--- config.mk ---
export PLATFORM = sky130hd
export DESIGN_NAME = mipi_csi_tx_raw_packer_16b4lane
export DESIGN_NICKNAME = d
export VERILOG_FILES = /design/src/rtl/mipi_csi_tx_raw_packer_16b4lane.sv
export SDC_FILE = /design/constraint.sdc
export NUM_CORES = 1
export LEC_CHECK = 0
export CORE_UTILIZATION = 60
export DETAILED_ROUTE_END_ITERATION = 6
export DONT_BUFFER_PORTS = 1
export PLACE_DENSITY = 0.76
export SKIP_LAST_GASP = 1
export SYNTH_ARGS = -nofsm -noshare
export SYNTH_HDL_FRONTEND = slang
export SYNTH_SLANG_ARGS = --single-unit
--- constraint.sdc ---
create_clock -name clk_i -period 9.95 [get_ports clk_i]
set_input_delay 1.4925 -clock clk_i [delete_from_list [all_inputs] [get_ports clk_i]]
set_output_delay 1.4925 -clock clk_i [all_outputs]
set_load 0.03 [all_outputs]
--- src/rtl/mipi_csi_tx_raw_packer_16b4lane.sv ---
// RAW10 transmit packer: 8 MSB-aligned 16-bit pixels per beat in, CSI RAW10 byte stream
// out 8 bytes per clock, with zero-padded end-of-line flush and line word count.
module mipi_csi_tx_raw_packer_16b4lane #(
   parameter int WC_W = 16
) (
   input  logic            clk_i,
   input  logic            reset_n_i,
   input  logic            pixel_valid_i,
   output logic            pixel_ready_o,
   input  logic [127:0]    pixel_i,
   input  logic            pixel_last_i,
   output logic            data_valid_o,
   input  logic            data_ready_i,
   output logic [63:0]     data_o,
   output logic [3:0]      data_bytes_o,
   output logic            data_last_o,
   output logic [WC_W-1:0] word_count_o
);

   // Two 4-pixel groups -> 10 bytes: four MSB bytes, then the packed 2-bit LSBs (P0 lowest).
   function automatic logic [79:0] pack_beat(input logic [127:0] px);
      logic [79:0] b;
      logic [9:0]  s;
      logic [7:0]  low;
      b = 80'd0;
      for (int g = 0; g < 2; g++) begin
         low = 8'd0;
         for (int p = 0; p < 4; p++) begin
            s = px[16*(4*g+p)+6 +: 10];
            b[8*(5*g+p) +: 8] = s[9:2];
            low[2*p +: 2]     = s[1:0];
         end
         b[8*(5*g+4) +: 8] = low;
      end
      return b;
   endfunction

   logic [127:0]    buf_r;
   logic [4:0]      fill_r;
   logic            flush_r;
   logic [WC_W-1:0] cnt_r;
   logic            data_valid_r;
   logic [63:0]     data_r;
   logic [3:0]      data_bytes_r;
   logic            data_last_r;
   logic [WC_W-1:0] word_count_r;

   logic            pop_s;
   logic [3:0]      pop_bytes_s;
   logic            ready_s;
   logic            acc_s;
   logic [127:0]    buf_shift_s;
   logic [127:0]    buf_next_s;
   logic [4:0]      fill_after_s;
   logic [4:0]      fill_next_s;
   logic            flush_next_s;
   logic [WC_W-1:0] cnt_next_s;
   logic            cond_cur_s;
   logic            cond_next_s;
   logic            load_s;
   logic            is_last_s;

   // Next buffer state: pop oldest bytes first, then append the new beat behind what remains.
   always_comb begin
      pop_s = data_valid_r & data_ready_i;
      if (data_last_r) begin
         pop_bytes_s = data_bytes_r;
      end else begin
         pop_bytes_s = 4'd8;
      end
      ready_s = !flush_r && ((fill_r <= 5'd6) || ((fill_r <= 5'd14) && pop_s));
      acc_s   = pixel_valid_i & ready_s;

      if (pop_s) begin
         buf_shift_s  = buf_r >> {pop_bytes_s, 3'b000};
         fill_after_s = fill_r - {1'b0, pop_bytes_s};
      end else begin
         buf_shift_s  = buf_r;
         fill_after_s = fill_r;
      end

      if (acc_s) begin
         buf_next_s  = buf_shift_s | ({48'd0, pack_beat(pixel_i)} << {fill_after_s, 3'b000});
         fill_next_s = fill_after_s + 5'd10;
      end else begin
         buf_next_s  = buf_shift_s;
         fill_next_s = fill_after_s;
      end

      if (acc_s && pixel_last_i) begin
         flush_next_s = 1'b1;
      end else if (pop_s && data_last_r) begin
         flush_next_s = 1'b0;
      end else begin
         flush_next_s = flush_r;
      end

      if (pop_s && data_last_r) begin
         cnt_next_s = {WC_W{1'b0}};
      end else if (acc_s) begin
         cnt_next_s = cnt_r + WC_W'(10);
      end else begin
         cnt_next_s = cnt_r;
      end

      // A word is presented only once the buffer has qualified for a full cycle.
      cond_cur_s  = (fill_r >= 5'd8) || (flush_r && (fill_r != 5'd0));
      cond_next_s = (fill_next_s >= 5'd8) || (flush_next_s && (fill_next_s != 5'd0));
      load_s      = cond_cur_s & cond_next_s;
      is_last_s   = flush_next_s && (fill_next_s <= 5'd8);
   end

   // Byte buffer, fill level, flush flag and line byte counter.
   always_ff @(posedge clk_i or negedge reset_n_i) begin
      if (!reset_n_i) begin
         buf_r   <= 128'd0;
         fill_r  <= 5'd0;
         flush_r <= 1'b0;
         cnt_r   <= {WC_W{1'b0}};
      end else begin
         buf_r   <= buf_next_s;
         fill_r  <= fill_next_s;
         flush_r <= flush_next_s;
         cnt_r   <= cnt_next_s;
      end
   end

   // Registered output word; bytes past the fill level are already zero in the buffer.
   always_ff @(posedge clk_i or negedge reset_n_i) begin
      if (!reset_n_i) begin
         data_valid_r <= 1'b0;
         data_r       <= 64'd0;
         data_bytes_r <= 4'd0;
         data_last_r  <= 1'b0;
         word_count_r <= {WC_W{1'b0}};
      end else if (load_s) begin
         data_valid_r <= 1'b1;
         data_r       <= buf_next_s[63:0];
         if (is_last_s) begin
            data_bytes_r <= fill_next_s[3:0];
            data_last_r  <= 1'b1;
            word_count_r <= cnt_next_s;
         end else begin
            data_bytes_r <= 4'd8;
            data_last_r  <= 1'b0;
         end
      end else begin
         data_valid_r <= 1'b0;
         data_r       <= 64'd0;
         data_bytes_r <= 4'd0;
         data_last_r  <= 1'b0;
      end
   end

   assign pixel_ready_o = ready_s;
   assign data_valid_o  = data_valid_r;
   assign data_o        = data_r;
   assign data_bytes_o  = data_bytes_r;
   assign data_last_o   = data_last_r;
   assign word_count_o  = word_count_r;

endmodule
# ---- Yosys cells after proc, flatten, opt, wreduce, memory -nomap -nowiden
# Index checks and enable logic that the tools add are counted.
dict set report word_totals {
  reg_bits 236
  input_bits 133
  out_inout_bits 87
  elab_cells 52
}
dict set report op_classes {
  add_sub_neg 3
  magnitude_cmp 5
  shifts 2
  muxes 15
  n_bitwise 4
  n_reduce_logical 14
}
# op count
set op_table {}
lappend op_table {{$mux W128} 2}
lappend op_table {{$or A128 B128 Y128} 1}
lappend op_table {{$shl A80 B8 Y128} 1}
lappend op_table {{$shr A128 B7 Y128} 1}
lappend op_table {{$mux W64} 1}
lappend op_table {{$mux W16} 2}
lappend op_table {{$add A16 B4 Y16 const B} 1}
lappend op_table {{$mux W4} 3}
lappend op_table {{$ge A5 B4 Y1 const B} 2}
lappend op_table {{$le A5 B4 Y1 const B} 2}
lappend op_table {{$mux W5} 2}
lappend op_table {{$reduce_bool A5 Y1} 2}
lappend op_table {{$logic_and A1 B1 Y1} 7}
lappend op_table {{$add A5 B4 Y5 const B} 1}
lappend op_table {{$le A5 B3 Y1 const B} 1}
lappend op_table {{$mux W1} 5}
lappend op_table {{$sub A5 B4 Y5} 1}
lappend op_table {{$and A1 B1 Y1} 3}
lappend op_table {{$logic_or A1 B1 Y1} 3}
lappend op_table {{$reduce_and A2 Y1} 1}
lappend op_table {{$logic_not A1 Y1} 1}

# ---- Logic depth before layout (Yosys ltp)
# Gate-level depths: netlist (run 1).
dict set report logic_depth {
  depth_word 11
  mapped_depth 18
  mapped_depth_nobuf 11
}

# ---- Worst setup path after synthesis (run 1)
# No wires, ideal clock.
dict set report synth_timing {
  path_type {reg-to-reg}
  start {reg data_bytes_r[0] (netlist: data_bytes_o[0])}
  end {reg data_r[61] (netlist: data_o[61])}
  setup_time_ps 133
  arrival_time_ps 3781
  required_ps 9817
  setup_slack_ps 6036
  path_stages_with_launch 18
  path_buffers 6
  period_less_slack_ps 3914
  path_cell_list {dfrtp_1 > nand2_1 > inv_1 > buf_4 > buf_4 > buf_4 > buf_4 > ha_1 > inv_1 > fa_1 > and3_1 > a21o_1 > buf_2 > buf_1 > nand3_1 > and3_1 > o21ai_0 > a22oi_2}
}
dict set report synth_via {
  elab_chain_len 10
  word_cells_on_any_way 16
  classes_between {add/sub: 2; order compare: 1; shift: 2; mux: 6; bitwise: 2; reduce/logical: 3}
}
# element line
set synth_rtl {}
lappend synth_rtl {{from (decl)} 44} ;# logic [3:0] data_bytes_r;
lappend synth_rtl {{from (signal assigned)} 140} ;# data_bytes_r <= fill_next_s[3:0];
lappend synth_rtl {{$mux W4 (*)} 66} ;# if (data_last_r) begin
lappend synth_rtl {{parallel branches: the longest is 8 deep, another holds $sub A5 B4 Y5} --}
lappend synth_rtl {{$mux W64 (*)} 136} ;# end else if (load_s) begin
lappend synth_rtl {{to (signal assigned)} 138} ;# data_r <= buf_next_s[63:0];
lappend synth_rtl {{to (decl)} 43} ;# logic [63:0] data_r;
# Mark *: on every way between the ends.
# A chain may end at the register's enable or synchronous reset.

# ---- Worst setup path after layout (run 1)
dict set report layout_timing {
  start {reg data_last_r (netlist: data_last_o)}
  end {reg data_r[35] (netlist: data_o[35])}
}
dict set report layout_via {
  word_cells_on_any_way 19
  classes_between {add/sub: 2; order compare: 1; shift: 2; mux: 8; bitwise: 2; reduce/logical: 4}
}
# element line
set layout_lines {}
lappend layout_lines {{from (decl)} 45} ;# logic data_last_r;
lappend layout_lines {{from (signal assigned)} 134} ;# data_last_r <= 1'b0;
lappend layout_lines {{from (signal assigned)} 141} ;# data_last_r <= 1'b1;
lappend layout_lines {{from (signal assigned)} 145} ;# data_last_r <= 1'b0;
lappend layout_lines {{$mux W4 (*)} 66}
lappend layout_lines {{$sub A5 B4 Y5} 76} ;# fill_after_s = fill_r - {1'b0, pop_bytes_s};
lappend layout_lines {{$mux W5} 74} ;# if (pop_s) begin
lappend layout_lines {{$shl A80 B8 Y128} 83} ;# buf_next_s = buf_shift_s | ({48'd0, pack_beat(pixel_i)} << {fill_after_s, 3'b000});
lappend layout_lines {{$or A128 B128 Y128} 83}
lappend layout_lines {{$mux W128 (*)} 82} ;# if (acc_s) begin
lappend layout_lines {{named net buf_next_s[35]} 53} ;# logic [127:0] buf_next_s;
lappend layout_lines {{$mux W64 (*)} 136}
# The timed path passes the listed nets; every way through them passes the cells marked *.

==> results.toml, run 1 <==
[critical_path]
path_common_cell = "buf_4"
r2r_start = "data_last_o$_DFF_PN0_"
cp-end-kind = "register"
cp_max_fo = 79
cp-start-kind = "register"
critPathBufInv = 4
crit_type = "register to register"
cpPeakStageDelay_ps = 790
crit_arrival_ps = 7010
crit_family = "buffers and inverters"
startpoint = "data_last_o$_DFF_PN0_"
cp_slowest_cell = "clkinv_2"
crit_chain = "buf_4, nand2_4, clkinv_2, ha_1, inv_1, fa_1, and3_1, a21oi_4, buf_4, nand3_1, o32a_1, o21bai_1, a21boi_0"
crit_required_ps = 10380
cp.depth = 13
ff2ff_path_depth = 13

[final_layout]
utilization = 0.637
fin_area_um2 = 18900
final_cell_mix = "235 x dfrtp_1, 162 x nand2_1, 138 x a21oi_1, 135 x nand3_1"
nets = 1959
area_delta_synth_final_pct = 4.60
final_common_cell = "dfrtp_1"
fin_cells = 2230
antenna-diode-count = 0
fillerInstances = 2517
drive_gt1_frac = 0.134

[sta]
layout_setup_ws_ps = 3370
clock_skew_ps = 15.4
finalCriticalPeriod_ps = 6580
tightest_slew_ps = 1280
fin_crit_sh = 0.661
rsz0062_at_grt = "no"
slew_headroom = 0.144
setup_tns_ps = 0
slew_violations = 0
setup_viol = 0
whs_ps = 526
finalHoldViolCount = 0
max_freq_ghz = 0.152

[routing]
ant_nets = 0
drt_iter0_drc = 3654
drt-pass1-iter-count = 7
drc = 44
vias = 18000
wl_per_cell_um = 32.1
vias_per_cell = 8.08
routed_wl_um = 71500

[cts]
cts_root_buf = "clkbuf_16"
cts_buffers = 27
cts.clk_slew.worst_paths_ps = 60
clockBufferDepth = 3
post_cts_resized = 0
post-cts-setup-buffers = 0
cts_tree = "done"
clock_sinks = 236
htreeDepth = 1
hold_buffers = 0
insertion_delay_ps = 550

[placed_design]
place.gp.congestion = 1.00
io_buffers = 0
pre_cts_slack_ps = 3630
dp_hpwl_um = 48000
place_inst = 2181
place_area_um2 = 18000

[die]
die_y_um = 175
die_w_um = 175
die-area_um2 = 30800
rows = 63
pin_count = 220
start_util = 0.609
core_um2 = 29600

[logic_synthesis]
synthDistinctLibCells = 82
syn_area_um2 = 18100
syn-num-nets = 2088
syn_area_per_cell_um2 = 9.26
synth-main-ff-cell = "dfrtp_1"
ys_async_sr_fraction = 1.00
synth-seq-area-share = 0.327
yosys_register_bits = 236
ys_warn_count = 0
synthCells = 1949
synth_edf_count = 0

[run_status]
violations = "DRC"
status = "finished with violations"

[global_route]
grt_max_degree = 237
antenna_found_initial = 1
grt_pass1_vias = 16300
grt_first_pass_wirelength_um = 106000
grt_overflow = 0
grt.total_usage = 0.458

[power_and_ir_drop]
power.density_nw_per_um2 = 352
p_leak_nw = 7.90
total_power_mw = 6.65
peakVddDrop_v = 0.000360

[worst_hold_path]
hold_class = "register to register"
min_from = "buf_r[3]$_DFF_PN0_"
hold_depth = 2

[flow_run]
drv_cap = 0
## cells by family after synthesis
logic type | share of synthesized area
multiplexers | 0.160
buffers and inverters | 0.0573
AND/OR/NAND/NOR | 0.140
flip-flops | 0.327
adder cells (fa/ha/maj) | 0.00457
XOR/XNOR | 0.00970
AO/OA/AOI/OAI | 0.301
## per-layer routing
metal,track usage,part of all wire,vias up
met4,0.131,0.035,2
met2,0.580,0.38,1691
li1,-,-,7433
met1,0.666,0.39,8676
met3,0.239,0.19,216
met5,0,0.00018,-
## report_power, final
part,switching [mW],internal (mW)
Clock,0.438,0.621
Combinational,2.32,1.22
Sequential,0.724,1.33
Total,3.48,3.16
## Yosys cell counts, types with 17 or more instances
cell type / number / area, µm²
a21boi_0: 33 / 248
inv_1: 20 / 75.1
a211o_1: 20 / 175
mux4_2: 82 / 1850
a221o_1: 24 / 240
a22oi_1: 57 / 428
mux2_4: 17 / 255
mux2i_1: 64 / 641
o211ai_1: 26 / 195
nor2_1: 92 / 345
a21oi_1: 138 / 691
dfrtp_1: 236 / 5910
and3_1: 74 / 463
nand3_1: 136 / 681
a31oi_1: 17 / 106
nand2_1: 164 / 616
buf_2: 67 / 335
a32oi_1: 42 / 368
clkbuf_1: 90 / 338
a22oi_2: 18 / 225
o21ai_0: 109 / 546
nor3_1: 21 / 105
a211oi_1: 108 / 811
o221ai_1: 27 / 236
## path summary, 6_finish.rpt
path,endpoint,slack (ps)
setup reg to reg,data_o[35]$_DFF_PN0_,3370
hold reg to reg,buf_r[3]$_DFF_PN0_,530
setup / recovery,data_o[35]$_DFF_PN0_,3370
min in group asynchronous,data_o[49]$_DFF_PN0_,650
hold / removal,buf_r[3]$_DFF_PN0_,530
max in group asynchronous,buf_r[124]$_DFF_PN0_,8990
## state kept, by name, indices dropped and copies added (netlist names)
name,count
data_o,64
data_valid_o,1
fill_r,5
data_bytes_o,4
data_last_o,1
word_count_o,16
flush_r,1
cnt_r,16
buf_r,128
## area by class of cell
type                    instances  area (µm²)  area share
inverters                      22        83.8     0.00444
multi-input cells            1494       11200       0.592
well taps                     390         488      0.0258
clock buffers                  32         714      0.0378
flip-flops and latches        236        5910       0.313
clock inverters                17         218      0.0115
repair buffers                 39         293      0.0155
## tightest hold or removal path, cell delays in order (launching register included)
cell and delay [ps]:
dfrtp_1 340, nand2_1 70, nand3_1 80
Note: power is estimated with default switching activity, not from simulation.
==> run 2, diff against run 1 <==
--- a/config.mk
+++ b/config.mk
@@ -5,10 +5,11 @@
 export SDC_FILE = /design/constraint.sdc
 export NUM_CORES = 1
 export LEC_CHECK = 0
-export CORE_UTILIZATION = 60
+export ABC_AREA = 1
+export CORE_UTILIZATION = 59
 export DETAILED_ROUTE_END_ITERATION = 6
 export DONT_BUFFER_PORTS = 1
-export PLACE_DENSITY = 0.76
+export PLACE_DENSITY = 0.78
 export SKIP_LAST_GASP = 1
 export SYNTH_ARGS = -nofsm -noshare
 export SYNTH_HDL_FRONTEND = slang
==> constraint.sdc (replaced) <==
create_clock -name clk_i -period 5.6 [get_ports clk_i]
set_input_delay 0.84 -clock clk_i [delete_from_list [all_inputs] [get_ports clk_i]]
set_output_delay 0.84 -clock clk_i [all_outputs]
set_load 0.03 [all_outputs]
==> results.toml, run 2 <==
[die]
core_um2 = 28800
die-area_um2 = 30000
start_util = 0.601
rows = 62
die_w_um = 173
pin_count = 220
die_y_um = 173

[sta]
max_freq_ghz = 0.229
clock_skew_ps = 10.5
finalCriticalPeriod_ps = 4370
setup_viol = 0
slew_headroom = 0.207
fin_crit_sh = 0.780
finalHoldViolCount = 0
setup_tns_ps = 0
layout_setup_ws_ps = 1230
tightest_slew_ps = 1190
rsz0062_at_grt = "no"
slew_violations = 0

[critical_path]
cp-end-kind = "register"
cp-start-kind = "register"
timing.rr.end = "buf_r[113]$_DFF_PN0_"
r2r_start = "data_last_o$_DFF_PN0_"
crit_type = "register to register"
crit_arrival_ps = 4820
r2r_setup_slack_ps = 1230
cp_max_fo = 28
ff2ff_path_depth = 15
crit_required_ps = 6050

[routing]
drt_iter0_drc = 2702
wl_per_cell_um = 20.2
routed_wl_um = 60100
vias_per_cell = 6.18
drc = 0
drt-pass1-iter-count = 6
ant_nets = 0
vias = 18400

[cts]
insertion_delay_ps = 560
cts_root_buf = "clkbuf_16"
cts.clk_slew.worst_paths_ps = 60
htreeDepth = 1
cts_buffers = 28
clockBufferDepth = 3
cts_tree = "done"
post-cts-setup-buffers = 0
clock_sinks = 236

[placed_design]
place.gp.congestion = 0.989
pre_cts_slack_ps = 1340
dp_hpwl_um = 41300
io_buffers = 0

[power_and_ir_drop]
p_leak_nw = 8.58
power.density_nw_per_um2 = 565
peakVddDrop_v = 0.000592

[logic_synthesis]
yosys-top-cells-area = "dfrtp_1 34%, nand2_1 21%, o21ai_0 13%, inv_1 4.1%, a21oi_1 3.5%"
yosysTopAreaCell = "dfrtp_1"
synth_edf_count = 0
synth-seq-area-share = 0.341
syn-num-nets = 2839
synth-main-ff-cell = "dfrtp_1"
ys_async_sr_fraction = 1.00
synth_common_cells = "959 x nand2_1, 451 x o21ai_0, 236 x dfrtp_1"
syn_area_um2 = 17300
syn_area_per_cell_um2 = 6.41
synth_top_cell_area_share = 0.341
yosysMostFrequentCell = "nand2_1"
ys_warn_count = 0
synthCells = 2700
yosys_register_bits = 236
synthDistinctLibCells = 49

[global_route]
grt_first_pass_wirelength_um = 93600
grt_pass1_vias = 16200
grt.total_usage = 0.397
grt_overflow = 0
antenna_found_initial = 2
grt_max_degree = 131

[final_layout]
final_common_cell = "nand2_1"
drive_gt1_frac = 0.0571
final_cell_mix = "953 x nand2_1, 451 x o21ai_0, 236 x dfrtp_1, 185 x inv_1, 132 x nor2_1"
antenna-diode-count = 0
area_delta_synth_final_pct = 5.83
nets = 2711
largest_register = "buf_r"
largest_reg_flops = 128

[flow_run]
drv_cap = 0

[run_status]
status = "completed"

[worst_hold_path]
hold_class = "primary input to asynchronous set/reset pin"
## run 2: changes by cell type after synthesis, moves of 43 or more
cell,delta
nand2_1,+795
o21ai_0,+342
inv_1,+168
and3_1,-74
mux2i_1,-52
a211oi_1,-106
mux4_2,-82
o211ai_1,+43
## run 2: critical path: stages (launching register included)
cell and delay, ps:
dfrtp_1 730, nand2_4 70, clkinv_1 110, ha_1 150
inv_1 60, fa_1 420, nand2_1 100, inv_1 40
o21ai_0 310, nand4_1 150, nand2_1 160, nand2_2 250
nor2_4 330, buf_4 390, nand2_1 560, o221ai_1 420
## run 2: final cells by class
cell class | count | area (µm²)
Clock buffer | 36 | 782
Clock inverter | 16 | 223
Fill cell | 2701 | 10500
Inverter | 193 | 732
Multi-Input combinational cell | 2071 | 9830
Sequential cell | 236 | 5910
Tap cell | 384 | 480
Timing Repair Buffer | 42 | 370
## run 2: cell families (layout without fill, tap and decap cells)
kind of cell,Yosys count,count (layout),synth area share
AOI/OAI and AO/OA,759,759,0.247
xor gates and xnor gates,7,7,0.00354
and+or+nand+nor,1287,1287,0.303
adders and majority gates,6,6,0.00477
muxes,12,12,0.00694
DFF,236,236,0.341
buffers and inverters,393,287,0.0943
## run 2: power breakdown
| part | leakage (nW) | internal (mW) | switching [mW] |
|---|---|---|---|
| clock network | 0.494 | 1.22 | 0.760 |
| registers | 3.04 | 2.35 | 0.946 |
| logic | 5.05 | 1.40 | 3.67 |
| total | 8.58 | 4.97 | 5.38 |
## run 2: through the flow
step	total power, mW	util	instance area, µm²	hold slack, ps	cells
floorplan	6.73	-	17300	431	2700
global placement	8.02	0.599	17200	448	2923
detailed placement	8.13	0.599	17200	455	2923
CTS	10.2	0.637	18300	257	2978
global route	11.0	0.637	18300	263	2978
finish	10.4	0.637	18300	224	2978
## run 2: layer usage
metal  global-route usage  vias up  share of wire
met3                0.123      125           0.15
li1                     -     8682              -
met4                0.111        2          0.029
met2                0.534     1264           0.39
met1                0.602     8324           0.43
met5                    0        -        0.00022
## run 2: how the worst max path moves through the flow
stage / startpoint / end / slack (ps) / depth (start not counted)
2_1_floorplan: data_last_o$_DFF_PN0_ / word_count_o[10]$_DFFE_PN0P_ / 2080 / 22
3_3_place_gp: data_last_o$_DFF_PN0_ / buf_r[121]$_DFF_PN0_ / 1430 / 15
3_5_place_dp: data_last_o$_DFF_PN0_ / buf_r[121]$_DFF_PN0_ / 1340 / 15
4_1_cts: data_last_o$_DFF_PN0_ / buf_r[121]$_DFF_PN0_ / 1330 / 15
5_1_grt: data_last_o$_DFF_PN0_ / buf_r[113]$_DFF_PN0_ / 1040 / 15
6_report: data_last_o$_DFF_PN0_ / buf_r[113]$_DFF_PN0_ / 1230 / 15
## run 2: timing repair
| item | in CTS | in global routing |
|---|---|---|
| gates resized for setup | 0 | 0 |
| hold endpoints to repair | 120 | 0 |
| hold buffers | 3 | 0 |
